<file path="config.mk">
export PLATFORM = sky130hd
export DESIGN_NAME = thunderbird_seq_n
export DESIGN_NICKNAME = d
export VERILOG_FILES = /design/src/rtl/thunderbird_seq_n.sv
export SDC_FILE = /design/constraint.sdc
export NUM_CORES = 1
export LEC_CHECK = 0
export CORE_ASPECT_RATIO = 1.75
export CORE_MARGIN = 5
export CORE_UTILIZATION = 40
export DETAILED_ROUTE_END_ITERATION = 8
export GPL_ROUTABILITY_DRIVEN = 0
export SLEW_MARGIN = 10
export SYNTH_ARGS = -nofsm -noshare
export SYNTH_HDL_FRONTEND = slang
export SYNTH_SLANG_ARGS = --single-unit
</file>
<file path="constraint.sdc">
create_clock -name CLOCK_50 -period 5.05 [get_ports CLOCK_50]
set_input_delay 1.2625 -clock CLOCK_50 [delete_from_list [all_inputs] [get_ports CLOCK_50]]
set_output_delay 1.2625 -clock CLOCK_50 [all_outputs]
set_load 0.1 [all_outputs]
</file>
<file path="src/rtl/thunderbird_seq_n.sv">
// thunderbird_seq_n: Thunderbird-style tail-lamp sequencer.
// A free-running divider produces a one-cycle step strobe. At each strobe the
// request inputs are decoded into a mode (hazard / left / right / idle), and
// the sequencer advances: turn sequences light lamps outward one at a time,
// then take one all-off step before repeating. Hazard blinks both sides.
// A change of mode drops to IDLE for one step before the new sequence
// starts, except hazard, which lights immediately.
// Optional feature macro: THUNDERBIRD_BRAKE_EN (brake lights every side that
// is not currently showing a turn step).
module thunderbird_seq_n #(
  parameter int unsigned LAMPS = 3,
  parameter int unsigned DIV   = 12500000
) (
  input  logic             CLOCK_50,
  input  logic             reset,
  input  logic             haz,
  input  logic             left,
  input  logic             right,
  input  logic             brake,
  output logic [LAMPS-1:0] LL,
  output logic [LAMPS-1:0] RL,
  output logic             tick
);

  localparam int unsigned CW = (DIV > 1) ? $clog2(DIV) : 1;
  localparam int unsigned SW = $clog2(LAMPS + 1);

  typedef enum logic [2:0] {
    S_IDLE,
    S_LEFT,
    S_RIGHT,
    S_HON,
    S_HOFF
  } phase_t;

  logic [CW-1:0]    cnt;
  phase_t           phase;
  phase_t           nphase;
  logic [SW-1:0]    step;
  logic [SW-1:0]    nstep;
  logic [LAMPS-1:0] nll;
  logic [LAMPS-1:0] nrl;
  logic             m_haz;

  // Lamp pattern for turn step k: the k innermost lamps lit.
  function automatic logic [LAMPS-1:0] fill_low(input logic [SW-1:0] k);
    logic [LAMPS-1:0] f;
    f = '0;
    for (int unsigned i = 0; i < LAMPS; i++) begin
      f[i] = (SW'(i) < k);
    end
    return f;
  endfunction

  assign tick  = (cnt == CW'(DIV - 1));
  assign m_haz = haz | (left & right);

  // Next sequence state from current state and the mode decoded this cycle.
  always_comb begin
    nphase = S_IDLE;
    nstep  = '0;
    if (m_haz) begin
      nphase = (phase == S_HON) ? S_HOFF : S_HON;
    end else if (left) begin
      if (phase == S_IDLE) begin
        nphase = S_LEFT;
        nstep  = SW'(1);
      end else if (phase == S_LEFT && step != SW'(LAMPS)) begin
        nphase = S_LEFT;
        nstep  = step + SW'(1);
      end
    end else if (right) begin
      if (phase == S_IDLE) begin
        nphase = S_RIGHT;
        nstep  = SW'(1);
      end else if (phase == S_RIGHT && step != SW'(LAMPS)) begin
        nphase = S_RIGHT;
        nstep  = step + SW'(1);
      end
    end
  end

  // Lamp patterns for the next state, including the optional brake overlay.
  always_comb begin
    nll = '0;
    nrl = '0;
    case (nphase)
      S_LEFT:  nll = fill_low(nstep);
      S_RIGHT: nrl = fill_low(nstep);
      S_HON: begin
        nll = '1;
        nrl = '1;
      end
      default: begin
        nll = '0;
        nrl = '0;
      end
    endcase
`ifdef THUNDERBIRD_BRAKE_EN
    if (brake) begin
      if (nphase != S_LEFT)  nll = '1;
      if (nphase != S_RIGHT) nrl = '1;
    end
`endif
  end

`ifndef THUNDERBIRD_BRAKE_EN
  logic unused_brake;
  assign unused_brake = brake;
`endif

  // Divider, sequence state and registered lamps; everything but the divider
  // holds between strobes, and reset wins over a coincident strobe.
  always_ff @(posedge CLOCK_50) begin
    if (reset) begin
      cnt   <= '0;
      phase <= S_IDLE;
      step  <= '0;
      LL    <= '0;
      RL    <= '0;
    end else begin
      cnt <= tick ? '0 : cnt + CW'(1);
      if (tick) begin
        phase <= nphase;
        step  <= nstep;
        LL    <= nll;
        RL    <= nrl;
      end
    end
  end

endmodule
</file>
==> flow_metrics.py <==
metrics = {
    "run_status": {
        "status": "completed",
    },
    "cts": {
        "htreeDepth": 2,
        "cts_buffers": 5,
        "cts_resized": 0,
        "tritoncts": "done",
        "worstSkewPairLatency_ns": 0.28,
        "cts_root_buf": "clkbuf_8",
        "hold_buffers": 0,
        "cts.path.max_buffers": 2,
        "post_cts_buffers": 0,
        "clkTransAtPathRegs_ns": 0.07,
        "cts_num_sinks": 35,
    },
    "floorplanning": {
        "die_h_um": 94.7,
        "num_rows": 30,
        "start_util": 0.416,
        "io_pins": 13,
        "coreArea_mm2": 0.00394,
        "dieArea_mm2": 0.00553,
        "dieWidth_um": 58.4,
    },
    "timing": {
        "maxSlewViolCount": 0,
        "grt_setup_unrepaired": "no",
        "layout_setup_ws_ns": 1.38,
        "slew_headroom": 0.347,
        "max_slew.worst_pin.slew_ns": 0.976,
        "skew_ns": 0.00722,
        "hold_viol": 0,
        "fin_hold_ws_ns": 0.452,
        "fin_crit_ns": 3.67,
        "min_period_over_period": 0.726,
        "fmax_ghz": 0.273,
        "setup_viol": 0,
        "finalSetupTns_ns": 0,
    },
    "setup_path": {
        "cp.required_ns": 3.79,
        "endpoint": "tick",
        "worst-path-stages": 4,
        "critPathTopFamily": "simple AND/OR/NAND/NOR gates",
        "r2r-start": "cnt[22]",
        "crit_type": "reg2out",
        "crit_path_max_fanout": 3,
        "cp-end-kind": "primary output",
        "timing.rr.end": "cnt[16]",
        "rr_worst_depth": 5,
        "crit_start": "cnt[22]",
        "cpMostUsedCell": "or4_1",
        "startpoint_type": "flip-flop",
        "crit_path_top_delay_cell": "or4_1",
        "arrival_ns": 2.41,
        "rrSetupSlack_ns": 2.37,
        "cp_slowest_stage_delay_ns": 0.54,
        "path_buf_inv": 1,
        "path_cells": "or4_1 > or4_1 > nor4_2 > buf_4",
    },
    "final_layout": {
        "final_cell_area_mm2": 0.00188,
        "synthToLayoutAreaGrowth_pct": 14.5,
        "mostFrequentLayoutCell": "dfxtp_1",
        "insertedDiodeCount": 0,
        "finalNonFillerCells": 254,
        "final_cell_mix": "dfxtp_1 (35), nor2_1 (30), nand2_1 (17), xor2_1 (16), nand3_1 (12)",
        "nets": 213,
        "drive_gt1_frac": 0.0485,
    },
    "hold_path": {
        "holdCritPathClass": "reg2reg",
    },
    "pwr": {
        "switchingPower_mw": 0.105,
        "p_clk_frac": 0.421,
        "p_per_area_mw_per_mm2": 274,
        "power.share.combinational": 0.035,
        "ir_drop_uv": 169,
        "p_leak_nw": 0.643,
        "intPower_mw": 0.410,
        "switching_share": 0.204,
        "p_seq_frac": 0.544,
    },
    "flow_run": {
        "max-cap-violations": 0,
    },
    "global_route": {
        "gr-max-usage-layer": "met2",
        "grt.met1_usage": 0.140,
        "grt_pass1_vias": 1382,
        "grtUsageMet2": 0.240,
        "grt.total_usage": 0.135,
        "grt_pass1_wl_mm": 5.82,
        "grt_overflow_total": 0,
        "met3_usage": 0.0383,
        "antenna_found_initial": 0,
        "grt_start_max_net_pins": 24,
    },
    "yosys": {
        "yosysSeqAreaShare": 0.427,
        "ys_seq_elements": 35,
        "syn_inst": 191,
        "postSynthAreaPerCell_um2": 8.58,
        "synth_edf_count": 0,
        "netlist_area_mm2": 0.00164,
        "yosys_warnings": 0,
        "ys.flop_type": "dfxtp_1",
        "syn_nets": 199,
        "yosys.cell_types.count": 36,
        "async_flop_share": 0,
    },
    "placed_design": {
        "pre_cts_ws_ns": 1.72,
        "io_buffers": 11,
        "dp_hpwl_mm": 2.38,
        "dp_cells": 246,
        "dpl_cell_area_mm2": 0.00178,
    },
    "detailed_routing": {
        "wl_per_cell_um": 12.6,
        "via_per_inst": 5.37,
        "vias": 1363,
        "route.detailed.drc": 0,
        "firstDrtPassIters": 4,
        "wirelength_mm": 3.21,
        "drt_iter0_markers": 27,
        "ant_nets": 0,
    },
}
==> metal layers <==
metal | share of wire | vias up
met2 | 0.52 | 19
met3 | 0.043 | 6
li1 | - | 709
met4 | 0.022 | 0
met5 | 0 | -
met1 | 0.42 | 629
==> registers in the layout, indices dropped and copies added, names as in the netlist <==
| name | flops |
|---|---|
| LL | 3 |
| RL | 3 |
| cnt | 24 |
| phase | 3 |
| step | 2 |
==> Yosys cell counts (2+ instances only) <==
cell type / n / area (µm²)
xor2_1: 16 / 140
nand3_1: 12 / 60.1
nand4_1: 9 / 56.3
and3_1: 3 / 18.8
o21ai_0: 6 / 30.0
o211ai_1: 2 / 15.0
a21oi_1: 11 / 55.1
xnor2_1: 6 / 52.6
nor2_1: 30 / 113
and3b_1: 2 / 17.5
buf_6: 2 / 22.5
ha_1: 2 / 25.0
dfxtp_1: 35 / 701
nor3_1: 3 / 15.0
or3_1: 3 / 18.8
or4_1: 4 / 30.0
nor3b_1: 2 / 15.0
and2_1: 2 / 12.5
nand3b_1: 4 / 30.0
nand2_1: 17 / 63.8
or2_1: 2 / 12.5
nor4_1: 2 / 12.5
o311ai_0: 2 / 17.5
clkbuf_1: 2 / 7.51
==> through the flow <==
step | total power, mW | util
after global routing | 0.538 | 0.476
after CTS | 0.523 | 0.476
after detailed placement | 0.304 | 0.451
final | 0.515 | 0.476
after floorplan | 0.299 | -
after global placement | 0.304 | 0.451
==> worst register-to-register path: cells and delay by family (launching register included) <==
kind / cells / cell delay (ns)
flip-flops: 1 / 0.33
AND/OR/NAND/NOR: 5 / 2.21
==> worst min path at each step <==
stage	from	end	slack [ns]	depth (start not counted)
floorplan	cnt[0]	cnt[0]	0.42	1
global placement	cnt[0]	cnt[0]	0.43	1
detailed placement	cnt[0]	cnt[0]	0.44	1
CTS	cnt[0]	cnt[0]	0.45	1
global route	LL[2]	LL[2]	0.49	2
finish	cnt[0]	cnt[0]	0.45	1
==> area by class of cell <==
cell class                      instances  area, µm²
Fill cell                             404       2060
Multi-Input combinational cell        150        897
Sequential cell                        35        701
Timing Repair Buffer                   12        115
Clock buffer                            8        100
Tap cell                               48       60.1
Inverter                                1       3.75
==> cell families after synthesis <==
group                    after synthesis  synth area share
AND/OR/NAND/NOR                      100             0.317
flip-flops                            35             0.427
AO/OA/AOI/OAI                         26            0.0977
XOR/XNOR                              22             0.118
buffers and inverters                  6            0.0252
adder cells (fa/ha/maj)                2            0.0153
==> power by group through the flow <==
stage	registers (mW)	clock network (mW)	logic [mW]
after global placement	0.286	0	0.0183
final	0.280	0.217	0.0183
after detailed placement	0.286	0	0.0184
after floorplan	0.286	0	0.0136
after global routing	0.280	0.238	0.0207
after CTS	0.280	0.225	0.0185
Note: power is estimated with default switching activity, not from simulation.
